File: src/rtl/pid_pwm_out.sv
// pid_pwm_out - PWM output stage for the PID motor loop.
//
// Samples the signed motor-power word published by the PID controller on its
// ce strobe and turns it into a glitch-free PWM signal plus a direction bit
// for an H-bridge.
//
// The block has three states:
//   - IDLE: the period counter runs and pwm is held low until the first
//     command is applied.
//   - RUN:  new commands are double-buffered and take effect only at a
//     period boundary.
//   - DEAD: entered on a direction reversal. pwm is forced low for
//     `deadtime` clocks before the new direction and duty take effect.
//
// Parameters:
//   ow        width of signed m_k; magnitude, duty and counter are ow-1 bits
//   deadtime  forced-low clocks on a direction reversal (1..255)
//
// Ports:
//   clk_pid  in   block clock, shared with the PID controller
//   reset    in   asynchronous active-low reset
//   ce       in   one-cycle strobe, m_k valid in that cycle
//   m_k      in   signed motor power (two's complement)
//   pwm      out  registered PWM to the bridge enable
//   dir      out  registered direction, 0 = positive, 1 = negative
//   ack      out  one-cycle pulse in the first cycle a new duty drives pwm
//   ovr      out  one-cycle pulse when ce overwrites a still-pending value
module pid_pwm_out #(
  parameter int ow       = 12,
  parameter int deadtime = 16
) (
  input  logic                 clk_pid,
  input  logic                 reset,
  input  logic                 ce,
  input  logic signed [ow-1:0] m_k,
  output logic                 pwm,
  output logic                 dir,
  output logic                 ack,
  output logic                 ovr
);

  localparam int            MW        = ow - 1;
  localparam logic [MW-1:0] CNT_MAX   = {MW{1'b1}};
  localparam logic [MW-1:0] CNT_ZERO  = {MW{1'b0}};
  localparam logic [MW-1:0] CNT_ONE   = {{(MW-1){1'b0}}, 1'b1};
  localparam logic [7:0]    DEAD_LAST = 8'(deadtime - 1);

  typedef enum logic [1:0] {
    ST_IDLE = 2'd0,
    ST_RUN  = 2'd1,
    ST_DEAD = 2'd2
  } state_t;

  // Magnitude of a two's-complement word; the most negative value has no
  // positive counterpart and saturates to the largest magnitude.
  function automatic logic [MW-1:0] abs_sat(input logic [ow-1:0] v);
    logic [ow-1:0] neg;
    neg = ~v + {{(ow-1){1'b0}}, 1'b1};
    if (!v[ow-1])
      abs_sat = v[MW-1:0];
    else if (neg[ow-1])
      abs_sat = CNT_MAX;
    else
      abs_sat = neg[MW-1:0];
  endfunction

  state_t        state_r, state_nxt_s;
  logic [MW-1:0] cnt_r, cnt_nxt_s;
  logic [MW-1:0] duty_r, duty_nxt_s;
  logic          dir_r, dir_nxt_s;
  logic          pwm_r, pwm_nxt_s;
  logic          ack_r, ack_nxt_s;
  logic          ovr_r, ovr_nxt_s;
  logic [MW-1:0] pend_mag_r, pend_mag_nxt_s;
  logic          pend_sign_r, pend_sign_nxt_s;
  logic          pend_valid_r, pend_valid_nxt_s;
  logic [MW-1:0] tgt_mag_r, tgt_mag_nxt_s;
  logic          tgt_sign_r, tgt_sign_nxt_s;
  logic [7:0]    dead_cnt_r, dead_cnt_nxt_s;

  logic [MW-1:0] mag_s;
  logic          eff_valid_s, eff_sign_s;
  logic [MW-1:0] eff_mag_s;
  logic          boundary_s, dir_ref_s, rev_s, dead_done_s;
  logic          apply_run_s, enter_dead_s, consume_s;

  // Decode of the command seen at this edge: a ce coinciding with a boundary
  // bypasses the pending register so the fresh value is applied directly.
  always_comb begin
    mag_s = abs_sat(m_k);
    if (ce) begin
      eff_valid_s = 1'b1;
      eff_mag_s   = mag_s;
      eff_sign_s  = m_k[ow-1];
    end else begin
      eff_valid_s = pend_valid_r;
      eff_mag_s   = pend_mag_r;
      eff_sign_s  = pend_sign_r;
    end
    boundary_s = (state_r != ST_DEAD) && (cnt_r == CNT_MAX);
    // Nothing has been driven yet in IDLE, so the reference direction is positive.
    if (state_r == ST_IDLE)
      dir_ref_s = 1'b0;
    else
      dir_ref_s = dir_r;
    // A zero command never reverses the bridge.
    rev_s       = (eff_mag_s != CNT_ZERO) && (eff_sign_s != dir_ref_s);
    dead_done_s = (state_r == ST_DEAD) && (dead_cnt_r == DEAD_LAST);
  end

  // State register.
  always_ff @(posedge clk_pid or negedge reset) begin
    if (!reset)
      state_r <= ST_IDLE;
    else
      state_r <= state_nxt_s;
  end

  // Next-state logic.
  always_comb begin
    state_nxt_s = state_r;
    case (state_r)
      ST_IDLE, ST_RUN: begin
        if (boundary_s && eff_valid_s)
          state_nxt_s = rev_s ? ST_DEAD : ST_RUN;
        else
          state_nxt_s = state_r;
      end
      ST_DEAD: begin
        if (dead_done_s)
          state_nxt_s = ST_RUN;
        else
          state_nxt_s = ST_DEAD;
      end
      default: state_nxt_s = ST_IDLE;
    endcase
  end

  // Output and datapath next values; pwm is computed from next-cycle values
  // so that the registered pwm, duty and ack line up in the same cycle.
  always_comb begin
    consume_s    = boundary_s && eff_valid_s;
    apply_run_s  = consume_s && !rev_s;
    enter_dead_s = consume_s && rev_s;

    if (state_r == ST_RUN || state_r == ST_IDLE)
      cnt_nxt_s = cnt_r + CNT_ONE;
    else
      cnt_nxt_s = CNT_ZERO;

    if (apply_run_s)
      duty_nxt_s = eff_mag_s;
    else if (enter_dead_s)
      duty_nxt_s = CNT_ZERO;
    else if (dead_done_s)
      duty_nxt_s = tgt_mag_r;
    else
      duty_nxt_s = duty_r;

    if (dead_done_s)
      dir_nxt_s = tgt_sign_r;
    else
      dir_nxt_s = dir_r;

    ack_nxt_s = apply_run_s || dead_done_s;
    ovr_nxt_s = ce && pend_valid_r;

    if (consume_s) begin
      pend_valid_nxt_s = 1'b0;
      pend_mag_nxt_s   = pend_mag_r;
      pend_sign_nxt_s  = pend_sign_r;
    end else if (ce) begin
      pend_valid_nxt_s = 1'b1;
      pend_mag_nxt_s   = mag_s;
      pend_sign_nxt_s  = m_k[ow-1];
    end else begin
      pend_valid_nxt_s = pend_valid_r;
      pend_mag_nxt_s   = pend_mag_r;
      pend_sign_nxt_s  = pend_sign_r;
    end

    if (enter_dead_s) begin
      tgt_mag_nxt_s  = eff_mag_s;
      tgt_sign_nxt_s = eff_sign_s;
    end else begin
      tgt_mag_nxt_s  = tgt_mag_r;
      tgt_sign_nxt_s = tgt_sign_r;
    end

    if (state_r == ST_DEAD)
      dead_cnt_nxt_s = dead_cnt_r + 8'd1;
    else
      dead_cnt_nxt_s = 8'd0;

    pwm_nxt_s = (state_nxt_s == ST_RUN) && (cnt_nxt_s < duty_nxt_s);
  end

  // Datapath and output registers.
  always_ff @(posedge clk_pid or negedge reset) begin
    if (!reset) begin
      cnt_r        <= CNT_ZERO;
      duty_r       <= CNT_ZERO;
      dir_r        <= 1'b0;
      pwm_r        <= 1'b0;
      ack_r        <= 1'b0;
      ovr_r        <= 1'b0;
      pend_mag_r   <= CNT_ZERO;
      pend_sign_r  <= 1'b0;
      pend_valid_r <= 1'b0;
      tgt_mag_r    <= CNT_ZERO;
      tgt_sign_r   <= 1'b0;
      dead_cnt_r   <= 8'd0;
    end else begin
      cnt_r        <= cnt_nxt_s;
      duty_r       <= duty_nxt_s;
      dir_r        <= dir_nxt_s;
      pwm_r        <= pwm_nxt_s;
      ack_r        <= ack_nxt_s;
      ovr_r        <= ovr_nxt_s;
      pend_mag_r   <= pend_mag_nxt_s;
      pend_sign_r  <= pend_sign_nxt_s;
      pend_valid_r <= pend_valid_nxt_s;
      tgt_mag_r    <= tgt_mag_nxt_s;
      tgt_sign_r   <= tgt_sign_nxt_s;
      dead_cnt_r   <= dead_cnt_nxt_s;
    end
  end

  assign pwm = pwm_r;
  assign dir = dir_r;
  assign ack = ack_r;
  assign ovr = ovr_r;

endmodule

File: config.mk
export PLATFORM = sky130hd
export DESIGN_NAME = pid_pwm_out
export DESIGN_NICKNAME = d
export VERILOG_FILES = /design/src/rtl/pid_pwm_out.sv
export SDC_FILE = /design/constraint.sdc
export NUM_CORES = 1
export LEC_CHECK = 0
export ABC_AREA = 1
export BUFFER_PORTS_ARGS = -buffer_cell sky130_fd_sc_hd__buf_2
export CAP_MARGIN = 20
export CORE_MARGIN = 2
export CORE_UTILIZATION = 61
export DETAILED_ROUTE_END_ITERATION = 16
export GPL_TIMING_DRIVEN = 0
export PLACE_DENSITY = 0.91
export SLEW_MARGIN = 25
export SYNTH_ARGS = -nofsm -noshare
export SYNTH_HDL_FRONTEND = slang
export SYNTH_SLANG_ARGS = --single-unit
File: constraint.sdc
create_clock -name clk_pid -period 3.26 [get_ports clk_pid]
set_input_delay 0.978 -clock clk_pid [delete_from_list [all_inputs] [get_ports clk_pid]]
set_output_delay 0.978 -clock clk_pid [all_outputs]
set_load 0.05 [all_outputs]
Yosys cells after proc, flatten, opt, wreduce, memory -nomap -nowiden
Index checks and enable logic that the tools add are counted. Widths: inputs -> output; s select.

Flip-flop bits (word level): 61. Input port bits: 15. Output and inout port bits: 4. Logic and storage cells: 55.

Add/subtract/negate cells: 3. Magnitude comparators: 1. Equality and inequality tests: 7. Multiplexer cells: 16. Bitwise operators: 1. Reduce and logical (&&, ||, !) cells: 14.

Operators by type and width (number): $mux 11 (7); $add 12x1->12 const B (1); $not 12->12 (1); $add 11x1->11 const B (1); $eq 11x11->1 const B (1); $lt 11x11->1 (1); $reduce_bool 11->1 (1); $add 8x1->8 const B (1); $eq 8x4->1 const B (1); $logic_and 1x1->1 (8); $mux 8 (1); $mux 2 (3); $eq 2x1->1 const B (2); $mux 1 (4); $pmux 2 s2 (1); $eq 2x2->1 const B (1); $logic_not 2->1 (1); $logic_or 1x1->1 (2); $ne 2x2->1 const B (1); $reduce_or 2->1 (1); $logic_not 1->1 (1); $ne 1x1->1 (1).

Logic depth before layout (Yosys ltp)
Gate-level depths: netlist of the first run.

Word-level depth: 12. Mapped depth: 25. Gate-level depth less buffers: 24.

Worst setup path after synthesis of the first run
OpenSTA, ideal clock, no wires.

Path type: input port to flip-flop. Start: input m_k[0]. End: register pwm_r, in the netlist pwm. Setup time: 73 ps. Arrival time: 3288 ps. Required time: 3187 ps. Slack: -101 ps. Cell stages on the path: 25. Path buffers: 1. Path through: inv_2 > ha_1 > nand3_1 > nand2_1 > nand2_1 > nand2_1 > nand2_1 > nand2_1 > nand2_1 > nand2_1 > clkinv_1 > nand3_2 > nand2_1 > nand2_1 > buf_6 > o22ai_2 > inv_2 > ha_1 > a21oi_1 > nor2_1 > a211oi_1 > o21ai_0 > nand3_1 > nand3_1 > a21oi_2.

Cells in the longest elaborated chain, start to end: 12. Elaborated cells between the ends (all ways): 18. Classes of those cells: add/sub (1); order compare (1); eq/ne (1); mux (8); bitwise (1); reduce/logical (6).

Ends and longest elaborated chain: start: declaration (RTL line 35) `input logic signed [ow-1:0] m_k,`; $not 12->12 (RTL line 58) `neg = ~v + {{(ow-1){1'b0}}, 1'b1};`; $add 12x1->12 (RTL line 58); $mux 11 (RTL line 61) `else if (neg[ow-1])`; $mux 11 (*) (RTL line 59) `if (!v[ow-1])`; $mux 11 (*); $reduce_bool 11->1 (RTL line 107) `rev_s = (eff_mag_s != CNT_ZERO) && (eff_sign_s != dir_ref_s);`; $logic_and 1x1->1 (RTL line 107); $logic_and 1x1->1 or $logic_not 1->1 (tied branches) (RTL line 144, 143); $mux 11 or $logic_and 1x1->1 (tied branches) (RTL line 153, 143); $mux 11 (*) (RTL line 151) `if (apply_run_s)`; net duty_nxt_s[4] (RTL line 69) `logic [MW-1:0] duty_r, duty_nxt_s;`; $lt 11x11->1 (*) (RTL line 195) `pwm_nxt_s = (state_nxt_s == ST_RUN) && (cnt_nxt_s < duty_nxt_s);`; $logic_and 1x1->1 (*) (RTL line 195); net pwm_nxt_s (RTL line 71) `logic pwm_r, pwm_nxt_s;`; end signal: assignment (RTL line 217) `pwm_r <= pwm_nxt_s;`; end: declaration (RTL line 71).

Mark *: on every way through the listed nets, which the timed path passes. The rest lies on a longest branch. A chain may end at the register's enable or synchronous reset.

Worst setup path in the final report of the first run
Ends and elaborated chain as after synthesis.

==> results of run 1 <==
[per-layer routing]
metal / vias up / part of all wire (%) / GRT usage, %
li1: 1414 / - / -
met1: 1543 / 40 / 35.7
met2: 139 / 51 / 51.8
met3: 43 / 5.7 / 6.14
met4: 0 / 4.2 / 16.9
met5: - / 0 / 0
[Yosys cell counts (9+ instances only)]
master,instances
mux2_2,11
a21oi_1,18
inv_1,34
dfrtp_1,61
inv_2,20
o21ai_0,26
nor2_1,34
nand2_1,91
o21ai_1,11
nand3_1,18
o22ai_2,9
ha_1,13
[power breakdown]
group / leakage [uW] / internal, uW / switching [uW] / total, uW
sequential: 0.000782 / 791 / 16.7 / 808
combinational: 0.00113 / 98.6 / 155 / 253
clock: 0.000116 / 470 / 298 / 768
total: 0.00202 / 1360 / 470 / 1830
[critical path: cells and delay by family]
kind	cells	cell delay [ns]
compound gates	5	0.67
simple gates	14	1.29
fa+ha+maj	2	0.33
buf+inv	4	0.42
[cell families (layout without fill, tap and decap cells)]
kind of cell	after synthesis	after routing	synth area share, %
AND/OR/NAND/NOR	174	174	23.3
XOR/XNOR	3	3	0.766
flip-flops	61	61	44.5
AO/OA/AOI/OAI	76	76	14.7
adder cells (fa/ha/maj)	13	13	4.74
buffers and inverters	70	116	8.39
multiplexers	11	11	3.61
[state kept, by name, summed over array words and instances, names as in the netlist]
name and cells:
ovr 1, cnt_r 11, ack 1, pwm 1
dir 1, pend_sign_r 1, duty_r 11, state_r 2
tgt_mag_r 11, dead_cnt_r 8, pend_valid_r 1, pend_mag_r 11
tgt_sign_r 1
[worst max-delay path by stage]
stage,cells after the start,end,slack [ns],startpoint
2_1_floorplan,24,pwm,0.01,m_k[0]
3_3_place_gp,22,pwm,-0.44,m_k[3]
3_5_place_dp,22,pwm,-0.56,m_k[3]
4_1_cts,22,pwm,0.01,m_k[0]
5_1_grt,25,pwm,-0.31,m_k[0]
6_report,25,pwm,-0.15,m_k[0]
[stage by stage]
stage / setup WS, ns / std cells / utilization [%]
2_1_floorplan: 0.0105 / 408 / -
4_1_cts: 0.0139 / 524 / 74.9
5_1_grt: -0.315 / 526 / 75.9
6_report: -0.149 / 526 / 75.9
3_5_place_dp: -0.559 / 498 / 67.7
3_3_place_gp: -0.442 / 498 / 67.7
[area by class of cell]
class | instances | area [um^2] | share of cell area, %
Inverter | 61 | 231 | 5.57
Multi-Input combinational cell | 277 | 1810 | 43.6
Sequential cell | 61 | 1530 | 36.7
Tap cell | 72 | 90.1 | 2.17
Timing Repair Buffer | 30 | 208 | 5.00
Clock inverter | 4 | 70.1 | 1.69
Clock buffer | 12 | 155 | 3.73
Buffer | 9 | 65.1 | 1.57
[timing repair]
item / 4_1_cts / 5_1_grt
pin swaps: 15 / 8
gates resized for setup: 14 / 10
hold buffers: 0 / 0
cloned: 1 / 0
setup endpoints to repair: 1 / 1
buffers inserted: 9 / 2
==> impl_summary.txt, run 1 <==
----------------------------------------------------
[Run status]
  Status ... finished with violations
  Failing checks ... setup timing

[Routing]
  Count of nets left with antenna violations after detail routing ... 0
  Wirelength, routed ... 8.88 mm
  Mean routed wirelength per cell ... 16.9 um
  Total vias in the final route ... 3139
  Initial DRC count ... 350
  Via density per instance ... 5.97
  Detailed Routing Iterations Pass 1 ... 5
  Remaining routing DRC violations ... 0

[Clock network]
  CTS H-Tree Depth ... 3
  Clock Sink Count ... 61
  Maximum buffer depth of the clock tree ... 2
  TritonCTS clock tree ... done
  Clock transition at the register clock pins on the worst setup and hold paths after CTS ... 0.07 ns
  CTS Root Cell ... clkbuf_8
  Clock latency of the later-clocked register in the worst-skew pair ... 0.34 ns
  Number of clock buffers inserted by TritonCTS ... 9

[Setup path]
  R2R Path Start ... cnt_r[0]
  Length in cells of the worst reg-to-reg path ... 20
  Worst reg-to-reg setup slack ... 0.03 ns
  Kind of launch point of the worst setup path ... input port
  Required time of the critical path ... 3.54 ns
  Setup CP Type ... input port to flop
  RR Endpoint ... pwm
  Arrival time at the worst endpoint ... 3.69 ns
  CP Max Fanout ... 5
  Worst stage delay on the critical path ... 0.18 ns
  Slowest library cell on the worst path ... ha_1
  Element type at the critical path end ... flop

[Placed design]
  HPWL after detailed placement ... 5.35 mm
  Area post-placement ... 0.00371 mm^2
  Gpl congestion ... 0.845
  Port-buffer cells ... 18

[STA]
  Worst slack on hold paths ... 0.466 ns
  Final Hold Vio Count ... 0
  Final setup slack of the worst path ... -0.149 ns
  Clock tree skew after final layout ... 0.00676 ns
  Part of the cycle the worst path needs ... 105%
  Rel. slew slack ... 49.6%
  Final number of max-transition violations ... 0
  Total negative slack ... -0.149 ns
  Setup repair after global routing missed its margin ... true
  Slew of the pin with the lowest slew margin ... 0.757 ns
  Achievable clock frequency ... 293 MHz
  Number of endpoints failing setup at the final stage ... 1
  Fin crit period ... 3.41 ns

[Synthesis]
  Library cell occupying the most area in the post-synthesis netlist ... dfrtp_1
  Number of storage elements in the synthesis netlist ... 61
  Nets in the synthesized netlist ... 436
  Synthesis Warnings ... 0
  Number of library cell types mapped by synthesis ... 39
  Synthesized area per cell ... 8.41 um^2
  Gate count of the mapped netlist ... 408
  Main area contributors after synthesis ... dfrtp_1 45%, nand2_1 10%, ha_1 4.7%
  Fraction of synthesized cell area taken by the top area cell type ... 44.5%
  Share of synthesized area occupied by flip-flops and latches ... 44.5%
  Synthesized area ... 0.00343 mm^2
  Number of enable-type register cells in the synthesized netlist ... 0
  Top_reg_cell synth ... dfrtp_1
  Share of synthesized registers carrying an async set or reset ... 100%

[GRT]
  Number of global-route vias before repair ... 3186
  Wire length of the first global-routing pass ... 14.5 mm
  Aggregate global routing overflow ... 0
  Largest net degree at the start of global routing ... 62
  Number of antenna violations at the first check in global routing ... 0
  Aggregate global-route resource usage ... 30.3%

[Worst hold path]
  Startpoint of the tightest hold check path ... pend_valid_r
  Worst-case hold path end point ... ovr
  Hold Path Depth ... 2
  Worst min-delay path category ... flop to flop

[Floorplan]
  Standard-cell rows ... 27
  Num ports ... 19
  Total core area ... 0.00547 mm^2
  Total Die Area ... 0.00624 mm^2
  Starting Density ... 62.7%
  Die width ... 79.0 um
  Vert. Die Dim ... 79.0 um

[Pwr]
  Largest voltage drop on the vdd net ... 0.416 mV
  Total Power ... 1830 uW
  Static leakage power ... 0.00202 uW
  Cell Pwr Density ... 440 mW/mm^2

[Final layout]
  Final antenna diode count ... 0
  Fraction of final layout cells with drive strength greater than 1 ... 32.4%
  Syn-to-layout area delta ... 21.2%
  Post-layout net count ... 477
  Final design area excluding fillers ... 0.00416 mm^2
  Top library cells by usage in the layout, fill and taps aside ... 80 x nand2_1, 61 x dfrtp_1, 33 x inv_1
  Total of fill cells in the finished design ... 347
  Leading cell type in the layout, fill and taps excluded ... nand2_1

[Flow run]
  Number of max-capacitance violations reported ... 0

----------------------------------------------------
No activity file was read; power rests on OpenSTA's default activity.
==> run 2, diff against run 1 <==
--- a/config.mk
+++ b/config.mk
@@ -8,7 +8,7 @@
 export ABC_AREA = 1
 export BUFFER_PORTS_ARGS = -buffer_cell sky130_fd_sc_hd__buf_2
 export CAP_MARGIN = 20
-export CORE_MARGIN = 2
+export CORE_MARGIN = 4
 export CORE_UTILIZATION = 61
 export DETAILED_ROUTE_END_ITERATION = 16
 export GPL_TIMING_DRIVEN = 0
==> run 2 against run 1 <==
The run still ends with setup timing left. Cell count rose by 0.57%. Sequential share of layout area down 0.75 points. Setup slack worse by 0.081 ns. Sequential power barely moved. Count of clock-buffer cells in the layout fell by 2. Design area grew 2.1%. Combinational power up 9.1%. Clock skew barely moved. Die area increased by 10%. Sequential cell count did not move. Critical endpoint unchanged. Largest cell class unchanged.
==> impl_summary.txt, run 2 (synthesis results as in run 1) <==
----------------------------------------------------
[Placed design]
  Port-buffer cells ... 18 (unchanged)
  Area post-placement ... 0.00371 mm^2 (unchanged)
  HPWL after detailed placement ... 5.28 mm (was 5.35 mm)
  DP Worst Slack ... -0.496 ns (was -0.559 ns)
  Gpl congestion ... 0.787 (was 0.845)

[Setup path]
  R2R Path Start ... cnt_r[0] (unchanged)
  Slowest library cell on the worst path ... ha_4 (was ha_1)
  Arrival time at the worst endpoint ... 3.76 ns (was 3.69 ns)
  Length in cells of the worst reg-to-reg path ... 20 (unchanged)
  RR Endpoint ... pwm (unchanged)
  Capturing element of the worst setup path ... pwm (unchanged)
  Most Frequent Cell on Critical Path ... nand2_1
  Required time of the critical path ... 3.53 ns (was 3.54 ns)
  Worst reg-to-reg setup slack ... -0.05 ns (was 0.03 ns)
  Element type at the critical path end ... flop (unchanged)
  Worst stage delay on the critical path ... 0.22 ns (was 0.18 ns)
  Critical path startpoint ... m_k[1] (was m_k[0])
  Kind of launch point of the worst setup path ... input port (unchanged)
  CP Max Fanout ... 5 (unchanged)
  Setup CP Type ... input port to flop (unchanged)

[Clock network]
  CTS Root Cell ... clkbuf_8 (unchanged)
  Clock transition at the register clock pins on the worst setup and hold paths after CTS ... 0.07 ns (about the same)
  Clock Sink Count ... 61 (unchanged)
  Number of clock buffers inserted by TritonCTS ... 9 (unchanged)
  Maximum buffer depth of the clock tree ... 2 (unchanged)
  Hold-fix buffers, CTS ... 0 (unchanged)
  Clock latency of the later-clocked register in the worst-skew pair ... 0.34 ns (about the same)
  TritonCTS clock tree ... done (unchanged)
  CTS H-Tree Depth ... 3 (unchanged)

[Final layout]
  Post-layout net count ... 481 (was 477)
  Sequential cell area ... 0.00153 mm^2 (unchanged)
  Post-route core utilization ... 77.5% (was 75.9%)
  Leading cell type in the layout, fill and taps excluded ... nand2_1 (unchanged)
  Final antenna diode count ... 0 (unchanged)
  Total of fill cells in the finished design ... 305 (was 347)
  Multi-input gate area ... 0.00188 mm^2 (was 0.00181 mm^2)
  Top library cells by usage in the layout, fill and taps aside ... 77 x nand2_1, 61 x dfrtp_1, 33 x inv_1 (was 80 x nand2_1, 61 x dfrtp_1, 33 x inv_1)
  Fraction of final layout cells with drive strength greater than 1 ... 35.2% (was 32.4%)
  Final design area excluding fillers ... 0.00424 mm^2 (was 0.00416 mm^2)
  Syn-to-layout area delta ... 23.7% (was 21.2%)

[Routing]
  Via density per instance ... 6.28 (was 5.97)
  Initial DRC count ... 455 (was 350)
  Wirelength, routed ... 10.2 mm (was 8.88 mm)
  Detailed Routing Iterations Pass 1 ... 6 (was 5)
  Mean routed wirelength per cell ... 19.4 um (was 16.9 um)
  Remaining routing DRC violations ... 0 (unchanged)
  Count of nets left with antenna violations after detail routing ... 0 (unchanged)
  Total vias in the final route ... 3322 (was 3139)

[GRT]
  Met1 GRT Util ... 31.8% (was 35.7%)
  Number of antenna violations at the first check in global routing ... 0 (unchanged)
  Wire length of the first global-routing pass ... 15.2 mm (was 14.5 mm)
  Global routing usage on met2 ... 46.9% (was 51.8%)
  Met3 track demand over resource ... 4.96% (was 6.14%)
  Aggregate global-route resource usage ... 27.7% (was 30.3%)
  Aggregate global routing overflow ... 0 (unchanged)
  Largest net degree at the start of global routing ... 62 (unchanged)
  Number of global-route vias before repair ... 3236 (was 3186)
  Global-route layer with the greatest usage ... met2 (unchanged)

[STA]
  Part of the cycle the worst path needs ... 107% (was 105%)
  Setup repair after global routing missed its margin ... true (unchanged)
  Final setup slack of the worst path ... -0.230 ns (was -0.149 ns)
  Final Hold Vio Count ... 0 (unchanged)
  Rel. slew slack ... 48.8% (was 49.6%)
  Final number of max-transition violations ... 0 (unchanged)
  Fin crit period ... 3.49 ns (was 3.41 ns)
  Clock tree skew after final layout ... 0.00698 ns (was 0.00676 ns)
  Number of endpoints failing setup at the final stage ... 1 (unchanged)
  Slew of the pin with the lowest slew margin ... 0.768 ns (was 0.757 ns)
  Achievable clock frequency ... 287 MHz (was 293 MHz)

[Floorplan]
  Num ports ... 19 (unchanged)
  Die width ... 83.0 um (was 79.0 um)
  Total core area ... 0.00547 mm^2 (unchanged)
  Standard-cell rows ... 27 (unchanged)
  Starting Density ... 62.7% (unchanged)
  Total Die Area ... 0.00689 mm^2 (was 0.00624 mm^2)
  Vert. Die Dim ... 83.0 um (was 79.0 um)

[Flow run]
  Number of max-capacitance violations reported ... 0 (unchanged)

[Run status]
  Failing checks ... setup timing (unchanged)
  Status ... finished with violations (unchanged)

[Pwr]
  Static leakage power ... 0.00205 uW (was 0.00202 uW)
  Cell Pwr Density ... 431 mW/mm^2 (was 440 mW/mm^2)
  Largest voltage drop on the vdd net ... 0.360 mV (was 0.416 mV)

[Worst hold path]
  Worst min-delay path category ... flop to flop (unchanged)

----------------------------------------------------
run 2: cell type report:
cell class,instances,share of cell area (%)
Timing Repair Buffer,34,5.60
Clock buffer,10,3.24
Inverter,61,5.46
Tap cell,72,2.12
Multi-Input combinational cell,277,44.2
Sequential cell,61,36.0
Clock inverter,5,1.77
Buffer,9,1.59
run 2: worst min path at each step:
stage	from	endpoint	depth (start not counted)
after CTS	pend_valid_r	ovr	2
after detailed placement	pend_valid_r	ovr	2
final	pend_valid_r	ovr	2
after global placement	pend_valid_r	ovr	2
after floorplan	dead_cnt_r[0]	dead_cnt_r[0]	1
after global routing	pend_valid_r	ovr	2
run 2: timing repair:
action / 4_1_cts / 5_1_grt
endpoints found under the setup margin: 1 / 1
buffers inserted: 11 / 4
endpoints found under the hold margin: 0 / 0
pin swaps: 11 / 12
cloned: 1 / 0
resized for setup: 15 / 24
run 2: metal layers:
metal | part of all wire, % | wire length (um) | vias to the layer above
met5 | 0 | 0 | -
met4 | 7.6 | 782 | 0
met3 | 8.5 | 871 | 85
met2 | 47 | 4810 | 271
met1 | 37 | 3780 | 1546
li1 | - | - | 1420
run 2: through the flow:
| stage | TNS, ns | instances | hold slack, ns | total power (uW) |
|---|---|---|---|---|
| 2_1_floorplan | 0 | 408 | 0.431 | 958 |
| 3_3_place_gp | -0.448 | 498 | 0.441 | 1010 |
| 3_5_place_dp | -0.496 | 498 | 0.455 | 1020 |
| 4_1_cts | 0 | 525 | 0.471 | 1780 |
| 5_1_grt | -0.340 | 529 | 0.506 | 1890 |
| 6_report | -0.230 | 529 | 0.471 | 1830 |
run 2: critical path: cells and delay by family:
kind            cells  cell delay (ns)
simple gates       14             1.32
fa+ha+maj           2             0.37
compound gates      5             0.64
buf+inv             4             0.46
run 2: power by group:
group / leakage (uW) / internal [uW] / switching (uW) / total, uW
logic: 0.00115 / 108 / 168 / 276
clock network: 0.000112 / 443 / 299 / 742
registers: 0.000782 / 791 / 17.6 / 809
==> run 3, diff against run 2 <==
--- a/config.mk
+++ b/config.mk
@@ -6,7 +6,7 @@
 export NUM_CORES = 1
 export LEC_CHECK = 0
 export ABC_AREA = 1
-export BUFFER_PORTS_ARGS = -buffer_cell sky130_fd_sc_hd__buf_2
+export BUFFER_PORTS_ARGS = -buffer_cell sky130_fd_sc_hd__clkbuf_2
 export CAP_MARGIN = 20
 export CORE_MARGIN = 4
 export CORE_UTILIZATION = 61
==> constraint.sdc (replaced) <==
create_clock -name clk_pid -period 3.26 [get_ports clk_pid]
set_input_delay 0.978 -clock clk_pid [delete_from_list [all_inputs] [get_ports clk_pid]]
set_output_delay 0.978 -clock clk_pid [all_outputs]
set_load 0.02 [all_outputs]
==> run 3 against run 2 <==
The run still ends with setup timing left. Combinational power up 5%. Sequential power barely moved. First-iteration DRC count decreased by 4.8%. Critical path type unchanged. Setup slack got worse by 0.19 ns. Clock skew increased by 0.0032 ns. Total power fell by 3.7%. Global-route usage fell by 1.5 points.
==> impl_summary.txt, run 3 (synthesis results as in run 1) <==
----------------------------------------------------
[Worst hold path]
  Startpoint of the tightest hold check path ... cnt_r[0] (was pend_valid_r)
  Worst min-delay path category ... flop to flop (unchanged)

[Floorplan]
  Starting Density ... 62.7% (unchanged)
  Vert. Die Dim ... 83.0 um (unchanged)
  Total core area ... 0.00547 mm^2 (unchanged)
  Standard-cell rows ... 27 (unchanged)
  Num ports ... 19 (unchanged)
  Die width ... 83.0 um (unchanged)
  Total Die Area ... 0.00689 mm^2 (unchanged)

[Placed design]
  Port-buffer cells ... 18 (unchanged)
  DP Worst Slack ... -0.523 ns (was -0.496 ns)
  HPWL after detailed placement ... 5.52 mm (was 5.28 mm)
  Gpl congestion ... 0.784 (was 0.787)
  Area post-placement ... 0.00373 mm^2 (was 0.00371 mm^2)

[Setup path]
  Required time of the critical path ... 3.55 ns (was 3.53 ns)
  Slowest library cell on the worst path ... a21oi_2 (was ha_4)
  Category of cells accounting for the largest share of critical-path delay ... simple AND/OR/NAND/NOR gates (unchanged)
  RR Endpoint ... pwm (unchanged)
  Element type at the critical path end ... flop (unchanged)
  Critical path depth ... 23 (was 25)
  R2R Path Start ... cnt_r[0] (unchanged)
  Kind of launch point of the worst setup path ... input port (unchanged)
  Setup CP Type ... input port to flop (unchanged)
  Cells along the critical path ... clkbuf_2 > nor2_2 > nand2_2 > nor2_4 > nand2_4 > a21oi_2 > nor2_4 > nand2_1 > nor2_2 > nand3_2 > nand2_2 > nand2_4 > buf_8 > o22ai_4 > inv_2 > ha_4 > a21oi_2 > nor2_2 > a211oi_2 > o21ai_2 > nand3_2 > nand3_2 > a21oi_2
  Length in cells of the worst reg-to-reg path ... 20 (unchanged)
  Capturing element of the worst setup path ... pwm (unchanged)
  Critical path startpoint ... m_k[2] (was m_k[1])
  Worst reg-to-reg setup slack ... -0.17 ns (was -0.05 ns)
  Arrival time at the worst endpoint ... 3.96 ns (was 3.76 ns)
  Worst path bufs/invs ... 3 (was 4)
  Worst stage delay on the critical path ... 0.28 ns (was 0.22 ns)
  CP Max Fanout ... 5 (unchanged)

[Final layout]
  Final antenna diode count ... 0 (unchanged)
  Syn-to-layout area delta ... 24.2% (was 23.7%)
  Top library cells by usage in the layout, fill and taps aside ... 76 x nand2_1, 61 x dfrtp_1, 32 x inv_1 (was 77 x nand2_1, 61 x dfrtp_1, 33 x inv_1)
  Fraction of final layout cells with drive strength greater than 1 ... 36.7% (was 35.2%)
  Final design area excluding fillers ... 0.00426 mm^2 (was 0.00424 mm^2)
  Post-layout net count ... 485 (was 481)
  Total of fill cells in the finished design ... 313 (was 305)
  Post-route core utilization ... 77.8% (was 77.5%)
  Leading cell type in the layout, fill and taps excluded ... nand2_1 (unchanged)

[Run status]
  Status ... finished with violations (unchanged)
  Failing checks ... setup timing (unchanged)

[STA]
  Total negative slack ... -0.415 ns (was -0.230 ns)
  Part of the cycle the worst path needs ... 113% (was 107%)
  Final Hold Vio Count ... 0 (unchanged)
  Rel. slew slack ... 65.8% (was 48.8%)
  Final setup slack of the worst path ... -0.415 ns (was -0.230 ns)
  Number of endpoints failing setup at the final stage ... 1 (unchanged)
  Final number of max-transition violations ... 0 (unchanged)
  Achievable clock frequency ... 272 MHz (was 287 MHz)
  Setup repair after global routing missed its margin ... true (unchanged)
  Slew of the pin with the lowest slew margin ... 0.509 ns (was 0.768 ns)
  Fin crit period ... 3.68 ns (was 3.49 ns)
  Clock tree skew after final layout ... 0.0102 ns (was 0.00698 ns)

[GRT]
  Number of antenna violations at the first check in global routing ... 0 (unchanged)
  Met3 track demand over resource ... 7.64% (was 4.96%)
  Met1 GRT Util ... 29.5% (was 31.8%)
  Aggregate global routing overflow ... 0 (unchanged)
  Number of global-route vias before repair ... 3089 (was 3236)
  Aggregate global-route resource usage ... 26.1% (was 27.7%)
  Largest net degree at the start of global routing ... 35 (was 62)
  Wire length of the first global-routing pass ... 14.4 mm (was 15.2 mm)
  Global routing usage on met2 ... 44.9% (was 46.9%)
  Global-route layer with the greatest usage ... met2 (unchanged)

[Clock network]
  Number of clock buffers inserted by TritonCTS ... 9 (unchanged)
  CTS Root Cell ... clkbuf_8 (unchanged)
  Clock Sink Count ... 61 (unchanged)
  TritonCTS clock tree ... done (unchanged)
  Clock transition at the register clock pins on the worst setup and hold paths after CTS ... 0.07 ns (about the same)
  Maximum buffer depth of the clock tree ... 2 (unchanged)
  CTS H-Tree Depth ... 3 (unchanged)
  Clock latency of the later-clocked register in the worst-skew pair ... 0.36 ns (was 0.34 ns)

[Pwr]
  Total Power ... 1760 uW (was 1830 uW)
  Static leakage power ... 0.00205 uW (about the same)
  Cell Pwr Density ... 413 mW/mm^2 (was 431 mW/mm^2)
  Largest voltage drop on the vdd net ... 0.394 mV (was 0.360 mV)

[Routing]
  Remaining routing DRC violations ... 0 (unchanged)
  Count of nets left with antenna violations after detail routing ... 0 (unchanged)
  Via density per instance ... 6.38 (was 6.28)
  Initial DRC count ... 433 (was 455)
  Total vias in the final route ... 3395 (was 3322)
  Detailed Routing Iterations Pass 1 ... 5 (was 6)
  Wirelength, routed ... 11.0 mm (was 10.2 mm)
  Mean routed wirelength per cell ... 20.6 um (was 19.4 um)

[Flow run]
  Number of max-capacitance violations reported ... 0 (unchanged)

----------------------------------------------------
==> run 3: cell count changes in the layout (fill, tap and decap cells not counted), moves of 2 or more <==
cell / previous run / this run
buf_2: 20 / 5
nand2_2: 15 / 17
nor2_2: 9 / 6
nand3_1: 16 / 11
clkinv_2: 3 / 1
clkbuf_2: 0 / 15
nor2_1: 24 / 26
clkbuf_1: 1 / 3
nand3_2: 4 / 9
a21oi_2: 3 / 5
clkbuf_4: 0 / 2
==> run 3: layer usage <==
metal	wire length (um)	part of all wire (%)	vias up
li1	-	-	1435
met1	3830	35	1590
met2	5210	47	266
met3	964	8.8	104
met4	966	8.8	0
met5	0	0	-
==> run 3: repair_timing <==
action,CTS,global route
hold endpoints to repair,0,0
gates resized for setup,19,28
setup endpoints to repair,1,1
pin swaps,10,27
gates cloned,1,0
setup buffers,6,12
hold buffers,0,0
==> run 3: how the worst min path moves through the flow <==
stage / end / cells past startpoint
floorplan: dead_cnt_r[0] / 1
global placement: ovr / 2
detailed placement: ovr / 2
CTS: cnt_r[0] / 1
global route: dead_cnt_r[0] / 1
finish: cnt_r[0] / 1
==> run 3: report_power, final <==
group / switching (uW) / internal, uW / leakage [uW] / total (uW)
Sequential: 19.1 / 791 / 0.000782 / 810
Clock: 295 / 365 / 0.0000923 / 659
Combinational: 176 / 114 / 0.00118 / 290
Total: 490 / 1270 / 0.00205 / 1760
==> run 3: through the flow <==
stage | std cells | hold WS [ns]
3_3_place_gp | 498 | 0.441
4_1_cts | 520 | 0.474
5_1_grt | 532 | 0.495
2_1_floorplan | 408 | 0.431
6_report | 532 | 0.474
3_5_place_dp | 499 | 0.463
==> run 3: layout make-up <==
type | count | area, um^2 | area share, %
tap | 72 | 90.1 | 2.12
clock buffer | 12 | 145 | 3.41
inverter | 61 | 231 | 5.44
multi-input combinational | 277 | 1880 | 44.2
clock inverter | 2 | 35.0 | 0.823
buffer | 9 | 65.1 | 1.53
timing repair buffer | 38 | 283 | 6.64
sequential | 61 | 1530 | 35.9
